**config.mk**
```make
export PLATFORM = sky130hd
export DESIGN_NAME = vga_timing_ctrl
export DESIGN_NICKNAME = d
export VERILOG_FILES = /design/src/rtl/vga_timing_pkg.sv /design/src/rtl/vga_line_counter.sv /design/src/rtl/vga_timing_ctrl.sv
export SDC_FILE = /design/constraint.sdc
export NUM_CORES = 1
export LEC_CHECK = 0
export BUFFER_PORTS_ARGS = -buffer_cell sky130_fd_sc_hd__buf_2
export CORE_MARGIN = 2
export CORE_UTILIZATION = 61
export CTS_BUF_LIST = sky130_fd_sc_hd__clkbuf_8
export DETAILED_ROUTE_END_ITERATION = 8
export PLACE_DENSITY = 0.94
export SLEW_MARGIN = 10
export SYNTH_ARGS = -nofsm -noshare
export SYNTH_HDL_FRONTEND = slang
export SYNTH_SLANG_ARGS = --single-unit
```
**constraint.sdc**
```tcl
create_clock -name pixel_clock -period 3.2 [get_ports pixel_clock]
set_input_delay 0.64 -clock pixel_clock [delete_from_list [all_inputs] [get_ports pixel_clock]]
set_output_delay 0.64 -clock pixel_clock [all_outputs]
set_load 0.005 [all_outputs]
```
**src/rtl/vga_timing_pkg.sv**
```systemverilog
// Shared VGA timing defaults, counter width and controller state encoding.
package vga_timing_pkg;

    localparam int H_ACTIVE_DEF = 640;
    localparam int H_FP_DEF     = 16;
    localparam int H_SYNC_DEF   = 96;
    localparam int H_BP_DEF     = 48;
    localparam int V_ACTIVE_DEF = 480;
    localparam int V_FP_DEF     = 10;
    localparam int V_SYNC_DEF   = 2;
    localparam int V_BP_DEF     = 33;

    localparam int H_TOTAL_DEF = H_ACTIVE_DEF + H_FP_DEF + H_SYNC_DEF + H_BP_DEF;
    localparam int V_TOTAL_DEF = V_ACTIVE_DEF + V_FP_DEF + V_SYNC_DEF + V_BP_DEF;

    localparam int CNT_W = 10;

    typedef enum logic [1:0] {
        ST_IDLE  = 2'd0,
        ST_RUN   = 2'd1,
        ST_DRAIN = 2'd2
    } vga_state_e;

endpackage

```
**src/rtl/vga_line_counter.sv**
```systemverilog
// Wrap-around counter with synchronous clear; exposes the next value so the
// parent can register outputs decoded from it.
module vga_line_counter #(
    parameter int WIDTH = 10,
    parameter int TOTAL = 800
) (
    input  logic             pixel_clock,
    input  logic             reset,
    input  logic             clear,
    input  logic             enable,
    output logic [WIDTH-1:0] count,
    output logic [WIDTH-1:0] count_next,
    output logic             wrap
);

    localparam logic [WIDTH-1:0] LAST = WIDTH'(TOTAL - 1);

    always_comb begin
        wrap       = enable && (count == LAST);
        count_next = count;
        if (clear)
            count_next = '0;
        else if (wrap)
            count_next = '0;
        else if (enable)
            count_next = count + 1'b1;
    end

    always_ff @(posedge pixel_clock or negedge reset) begin
        if (!reset)
            count <= '0;
        else
            count <= count_next;
    end

endmodule

```
**src/rtl/vga_timing_ctrl.sv**
```systemverilog
// VGA sync/blank generator with IDLE/RUN/DRAIN control; frames are never cut short.
// Optional 16-bit frame counter output enabled by VGA_TIMING_FRAME_CNT_EN.
module vga_timing_ctrl
    import vga_timing_pkg::*;
#(
    parameter int H_ACTIVE = H_ACTIVE_DEF,
    parameter int H_FP     = H_FP_DEF,
    parameter int H_SYNC   = H_SYNC_DEF,
    parameter int H_BP     = H_BP_DEF,
    parameter int V_ACTIVE = V_ACTIVE_DEF,
    parameter int V_FP     = V_FP_DEF,
    parameter int V_SYNC   = V_SYNC_DEF,
    parameter int V_BP     = V_BP_DEF
) (
    input  logic             pixel_clock,
    input  logic             reset,
    input  logic             run,
    output logic             h_synch,
    output logic             v_synch,
    output logic             comp_synch,
    output logic             blank,
    output logic [CNT_W-1:0] pixel_x,
    output logic [CNT_W-1:0] pixel_y,
    output logic             frame_start,
`ifdef VGA_TIMING_FRAME_CNT_EN
    output logic [15:0]      frame_count,
`endif
    output logic             busy
);

    localparam int H_TOTAL = H_ACTIVE + H_FP + H_SYNC + H_BP;
    localparam int V_TOTAL = V_ACTIVE + V_FP + V_SYNC + V_BP;

    // One extra bit so sync-end boundaries equal to 1024 still compare correctly.
    localparam logic [CNT_W:0] H_ACT_END = (CNT_W+1)'(H_ACTIVE);
    localparam logic [CNT_W:0] H_SS      = (CNT_W+1)'(H_ACTIVE + H_FP);
    localparam logic [CNT_W:0] H_SE      = (CNT_W+1)'(H_ACTIVE + H_FP + H_SYNC);
    localparam logic [CNT_W:0] V_ACT_END = (CNT_W+1)'(V_ACTIVE);
    localparam logic [CNT_W:0] V_SS      = (CNT_W+1)'(V_ACTIVE + V_FP);
    localparam logic [CNT_W:0] V_SE      = (CNT_W+1)'(V_ACTIVE + V_FP + V_SYNC);

    vga_state_e       state, state_nxt;
    logic             active;
    logic             h_wrap, v_wrap;
    logic [CNT_W-1:0] h_nxt, v_nxt;
    logic [CNT_W:0]   hx, vx;
    logic             fs_nxt, on_nxt;

    assign active = (state != ST_IDLE);

    vga_line_counter #(.WIDTH(CNT_W), .TOTAL(H_TOTAL)) u_h_cnt (
        .pixel_clock (pixel_clock),
        .reset       (reset),
        .clear       (!active),
        .enable      (active),
        .count       (pixel_x),
        .count_next  (h_nxt),
        .wrap        (h_wrap)
    );

    vga_line_counter #(.WIDTH(CNT_W), .TOTAL(V_TOTAL)) u_v_cnt (
        .pixel_clock (pixel_clock),
        .reset       (reset),
        .clear       (!active),
        .enable      (h_wrap),
        .count       (pixel_y),
        .count_next  (v_nxt),
        .wrap        (v_wrap)
    );

    // v_wrap only fires on the last pixel of the last line: the frame boundary.
    always_comb begin
        state_nxt = state;
        fs_nxt    = 1'b0;
        case (state)
            ST_IDLE: begin
                if (run) begin
                    state_nxt = ST_RUN;
                    fs_nxt    = 1'b1;
                end
            end
            ST_RUN, ST_DRAIN: begin
                if (v_wrap) begin
                    state_nxt = run ? ST_RUN : ST_IDLE;
                    fs_nxt    = run;
                end else begin
                    state_nxt = run ? ST_RUN : ST_DRAIN;
                end
            end
            default: state_nxt = ST_IDLE;
        endcase
    end

    assign on_nxt = (state_nxt != ST_IDLE);
    assign hx     = {1'b0, h_nxt};
    assign vx     = {1'b0, v_nxt};

    always_ff @(posedge pixel_clock or negedge reset) begin
        if (!reset) begin
            state       <= ST_IDLE;
            h_synch     <= 1'b1;
            v_synch     <= 1'b1;
            comp_synch  <= 1'b1;
            blank       <= 1'b1;
            frame_start <= 1'b0;
            busy        <= 1'b0;
        end else begin
            state       <= state_nxt;
            h_synch     <= !(on_nxt && hx >= H_SS && hx < H_SE);
            v_synch     <= !(on_nxt && vx >= V_SS && vx < V_SE);
            comp_synch  <= !(on_nxt && hx >= H_SS && hx < H_SE) &&
                           !(on_nxt && vx >= V_SS && vx < V_SE);
            blank       <= !on_nxt || hx >= H_ACT_END || vx >= V_ACT_END;
            frame_start <= fs_nxt;
            busy        <= on_nxt;
        end
    end

`ifdef VGA_TIMING_FRAME_CNT_EN
    always_ff @(posedge pixel_clock or negedge reset) begin
        if (!reset)
            frame_count <= '0;
        else if (fs_nxt)
            frame_count <= frame_count + 16'd1;
    end
`endif

endmodule

```
# Yosys cells after proc, flatten, opt, wreduce, memory -nomap -nowiden
# Cells that the tools add are included.
[classes] n_mux=13 eq_ne=4 add_sub_neg=2 n_reduce_logical=16 n_lt_le_gt_ge=6
[op_table] op="$mux W10" n=5
[op_table] op="$add A10 B1 Y10 const B" n=2
[op_table] op="$eq A10 B10 Y1 const B" n=2
[op_table] op="$ge A10 B10 Y1 const B" n=2
[op_table] op="$ge A10 B9 Y1 const B" n=2
[op_table] op="$lt A10 B10 Y1 const B" n=1
[op_table] op="$lt A10 B9 Y1 const B" n=1
[op_table] op="$logic_and A1 B1 Y1" n=7
[op_table] op="$mux W2" n=3
[op_table] op="$pmux W2 S2" n=1
[op_table] op="$reduce_bool A2 Y1" n=2
[op_table] op="$logic_not A1 Y1" n=3
[op_table] op="$mux W1" n=3
[op_table] op="$eq A2 B1 Y1 const B" n=1
[op_table] op="$eq A2 B2 Y1 const B" n=1
[op_table] op="$logic_not A2 Y1" n=1
[op_table] op="$logic_or A1 B1 Y1" n=2
[op_table] op="$pmux W1 S2" n=1
[op_table] op="$reduce_or A2 Y1" n=1
[totals] reg_bits=28 out_inout_bits=26 wordCells=50 inputBits=3

# Depth between registers and ports, before layout
[depth] ltp_word=10 depth_mapped=9 depth_no_buf=9

# Hierarchy
# From an unflattened synthesis, not the netlist that was laid out.
[hier_totals] cells_unflattened=145 hier_area_um2=1520.2
[modules_own_cells] mod="vga_line_counter (u_h_cnt)" area_each_um2=575.6 cells_each=55 seq_area_each_um2=250.2 n_inst=1
[modules_own_cells] mod="vga_line_counter (u_v_cnt)" area_each_um2=555.5 cells_each=55 seq_area_each_um2=250.2 n_inst=1
[modules_own_cells] mod="vga_timing_ctrl" area_each_um2=389.1 cells_each=35 seq_area_each_um2=205.2 n_inst=1

# Least setup slack after synthesis
# Ideal clock, no wire load.
[synth_path] path_type="reg2reg" startpoint="register u_h_cnt.count[0]" endpoint="register blank" path_stages_with_launch=8 required_ns=3.118 path_buffers=0 period_less_slack_ns=2.117 path_slack_ns=1.083 setup_time_ns=0.082 arrival_ns=2.036 cell_sequence="dfrtp_1 -> ha_1 -> and4_1 -> nand4_2 -> nor4_1 -> xnor2_1 -> o22ai_1 -> a211o_1"
[synth_between] elab_chain_len=9 elab_cells_between_ends=17 classes_between="1 x add/sub; 2 x order compare; 1 x eq/ne; 7 x mux; 6 x reduce/logical"
[synth_rtl] element="start: declaration" line="vga_line_counter.sv:11" rtl="output logic [WIDTH-1:0] count,"
[synth_rtl] element="start signal: assignment" line="vga_line_counter.sv:33" rtl="count <= count_next;"
[synth_rtl] element="branches (longest 8 deep; another with $add A10 B1 Y10)"
[synth_rtl] element="$logic_or A1 B1 Y1 *" line="vga_timing_ctrl.sv:113" rtl="blank <= !on_nxt || hx >= H_ACT_END || vx >= V_ACT_END;"
[synth_rtl] element="end signal: assignment" line="vga_timing_ctrl.sv:104" rtl="blank <= 1'b1;"
[synth_rtl] element="end signal: assignment" line="vga_timing_ctrl.sv:113"
[synth_rtl] element="end: declaration" line="vga_timing_ctrl.sv:21" rtl="output logic blank,"
# Every way passes the cells marked *.

# Worst setup path in the final report
[layout_path] startpoint="register state[0]" endpoint="register blank"
[layout_between] elab_chain_len=9 elab_cells_between_ends=21 classes_between="2 x order compare; 2 x eq/ne; 8 x mux; 9 x reduce/logical"
[layout_rtl] element="start: declaration" line="vga_timing_ctrl.sv:42" rtl="vga_state_e state, state_nxt;"
[layout_rtl] element="start signal: assignment" line="vga_timing_ctrl.sv:108" rtl="state <= state_nxt;"
[layout_rtl] element="branches (longest 8 deep; another with $ge A10 B9 Y1)"
[layout_rtl] element="$logic_or A1 B1 Y1 *" line="vga_timing_ctrl.sv:113"
# Marked as above.

==> metrics.txt <==
outcome finished, final reports clean; Fillers 153; sequential-to-total area share from yosys stat 0.4322; Final GP Congestion 0.8981; Max-Cap Viols 0; clock buffer depth 2; #FFs+latches synth 28; Synth Flop Type dfrtp_1; total track usage 0.2526; CP max stage cell o21bai_1; Routed WL per cell 15.68 µm; min Tclk post-route 2.554 ns; Final period util 0.7980; vias in the first global route 1365; Critical Path Source state[0]; die area 3106 µm²; crit-path cells inv_1, ha_1, and4bb_2, nand4_2, o21bai_1, o22ai_1, a211o_1; post-synth net total 177; commonest non-fill, non-tap cells in the layout buf_2 (28), nor2_1 (26), dfrtp_1 (24); Setup CP Type reg2reg; worst skew pair latency 0.28 ns; Reg clk slew, reported paths 0.10 ns; # hold bufs at CTS 0; Max VDD drop 0.4699 mV; clk_skew 0.003150 ns; DP Area 1775 µm²; unrepaired setup endpoints after global routing false; startpoint types flop; Final Cell Area 1847 µm²; TritonRoute pass-1 iters 5; WP data required 3.41 ns; area grow syn2layout 13.10%; Mapped Area 1633 µm²; fraction of layout cells with a size suffix above 1 0.2410; Inserted Clock Buffers 3; Vias/cell 6.093; P_leak 0.8901 nW; Synth warnings 0; synth unique cells 47; worst r2r path cells 7; Worst path max stage delay 0.65 ns; final setup fails 0; multi-input logic area 854.6 µm²; max_slew headroom 0.5126; EDFF count, synth 0; first-pass GRT wire length 6223 µm; antenna violations before repair 0; CTS tree yes; num rows 18; initial core utilization 0.6532; Top Ports 29; DRC 0; Core Footprint 2500 µm²; NumNets Final 204; HP Class in2async; share of flip-flops with an asynchronous set or reset 1.000; Post-Synthesis Cells 169; vias 1371; IO buf count 28; RR Endpoint blank; hpwl dp 2606 µm; worst-path maximum fanout 13; r2r startpoint state[0]; largest net degree at the start of global routing 29; Mean Syn Cell Area 9.662 µm²; Final ANT Viol Nets 0; root buf cell clkbuf_8; gr ovfl total 0; R2R setup slack 0.65 ns; setup_tns 0 ns; chip height 55.74 µm; Iteration-0 DRC Markers 47; setup bufs post-CTS 0; n_diodes 0; crit path capture type flop; H-tree depth 1; die width 55.74 µm; Routed WL 3529 µm; register area 705.7 µm²; CTS resizes 0; P per Cell Area 547.1 nW/µm²; crit path to blank; most common cell after layout, fill and taps aside buf_2; Final Hold Fails 0; crit path DAT 2.76 ns; worst-margin pin slew 0.7296 ns; Clock Sink Count 28; achievable frequency 391.6 MHz; Slew Viols, Final 0
worst max-delay path, delay by kind of cell, from the launching register on:
kind | cells | cell delay (ns)
compound gates | 3 | 1.15
simple gates | 2 | 0.57
buf+inv | 1 | 0.05
fa+ha+maj | 1 | 0.33
flops | 1 | 0.38
routing by layer:
| layer | wire, µm | part of all wire | vias up | track usage |
|---|---|---|---|---|
| li1 | - | - | 631 | - |
| met1 | 1472 | 0.42 | 644 | 0.3465 |
| met2 | 1651 | 0.47 | 75 | 0.4031 |
| met3 | 269 | 0.076 | 21 | 0.04186 |
| met4 | 136 | 0.039 | 0 | 0.09408 |
| met5 | 0 | 0 | - | 0 |
power breakdown:
part / switching (mW) / leakage, nW / internal, mW
Combinational: 0.169 / 0.486 / 0.105
Sequential: 0.0511 / 0.368 / 0.406
Clock: 0.111 / 0.0357 / 0.168
Total: 0.331 / 0.890 / 0.679
state kept, by name, summed over array words and instances, names as in the netlist:
name / cells
u_h_cnt.count: 10
u_v_cnt.count: 10
v_synch: 1
comp_synch: 1
h_synch: 1
blank: 1
state: 2
frame_start: 1
busy: 1
cell usage after synthesis (all sizes together) (2+ instances only):
| cell | number | area (µm²) |
|---|---|---|
| a211oi | 2 | 15.01 |
| nor3 | 3 | 26.28 |
| or2 | 3 | 21.28 |
| dfrtp | 24 | 600.6 |
| nor2 | 26 | 97.59 |
| nand4bb | 2 | 38.79 |
| dfstp | 4 | 105.1 |
| o21ai | 6 | 30.02 |
| nand4 | 5 | 52.55 |
| xor2 | 8 | 70.07 |
| nor4 | 7 | 73.82 |
| nand3 | 5 | 25.02 |
| and3 | 2 | 12.51 |
| a21oi | 5 | 25.02 |
| xnor2 | 10 | 87.58 |
| clkbuf | 2 | 8.750 |
| nor2b | 2 | 12.51 |
| buf | 4 | 26.27 |
| inv | 10 | 37.54 |
| ha | 5 | 62.56 |
| nand2 | 18 | 67.56 |
cell families after synthesis:
kind of cell | count (synthesis) | share of synthesized area
compound gates | 20 | 0.07586
fa+ha+maj | 5 | 0.03831
mux | 1 | 0.006131
xor+xnor | 18 | 0.09655
buf+inv | 16 | 0.04444
simple gates | 81 | 0.3065
flops | 28 | 0.4322
worst min path at each step:
stage | to | slack [ns]
floorplan | busy | 0.34
global placement | u_h_cnt.count[0] | 0.53
detailed placement | u_h_cnt.count[0] | 0.56
CTS | u_h_cnt.count[7] | 0.39
global route | u_h_cnt.count[0] | 0.41
finish | u_h_cnt.count[8] | 0.36
area by class of cell:
| class | count | area share |
|---|---|---|
| inverters | 10 | 0.02033 |
| multi-input cells | 125 | 0.4627 |
| flip-flops and latches | 28 | 0.3821 |
| clock buffers | 3 | 0.02236 |
| well taps | 30 | 0.02033 |
| clock inverters | 1 | 0.01626 |
| repair buffers | 28 | 0.07588 |
stage by stage:
stage          worst slack, ns  std cells  power [mW]  hold slack (ns)    util
3_5_place_dp            0.7311        221      0.7324           0.5569  0.7102
6_report                0.6464        225       1.010           0.3569  0.7387
5_1_grt                 0.4689        225       1.067           0.4132  0.7387
4_1_cts                 0.6870        225       1.013           0.3856  0.7387
2_1_floorplan            1.083        169      0.6567           0.3444       -
3_3_place_gp            0.8488        221      0.7134           0.5276  0.7102
No activity file was read; power rests on OpenSTA's default activity.
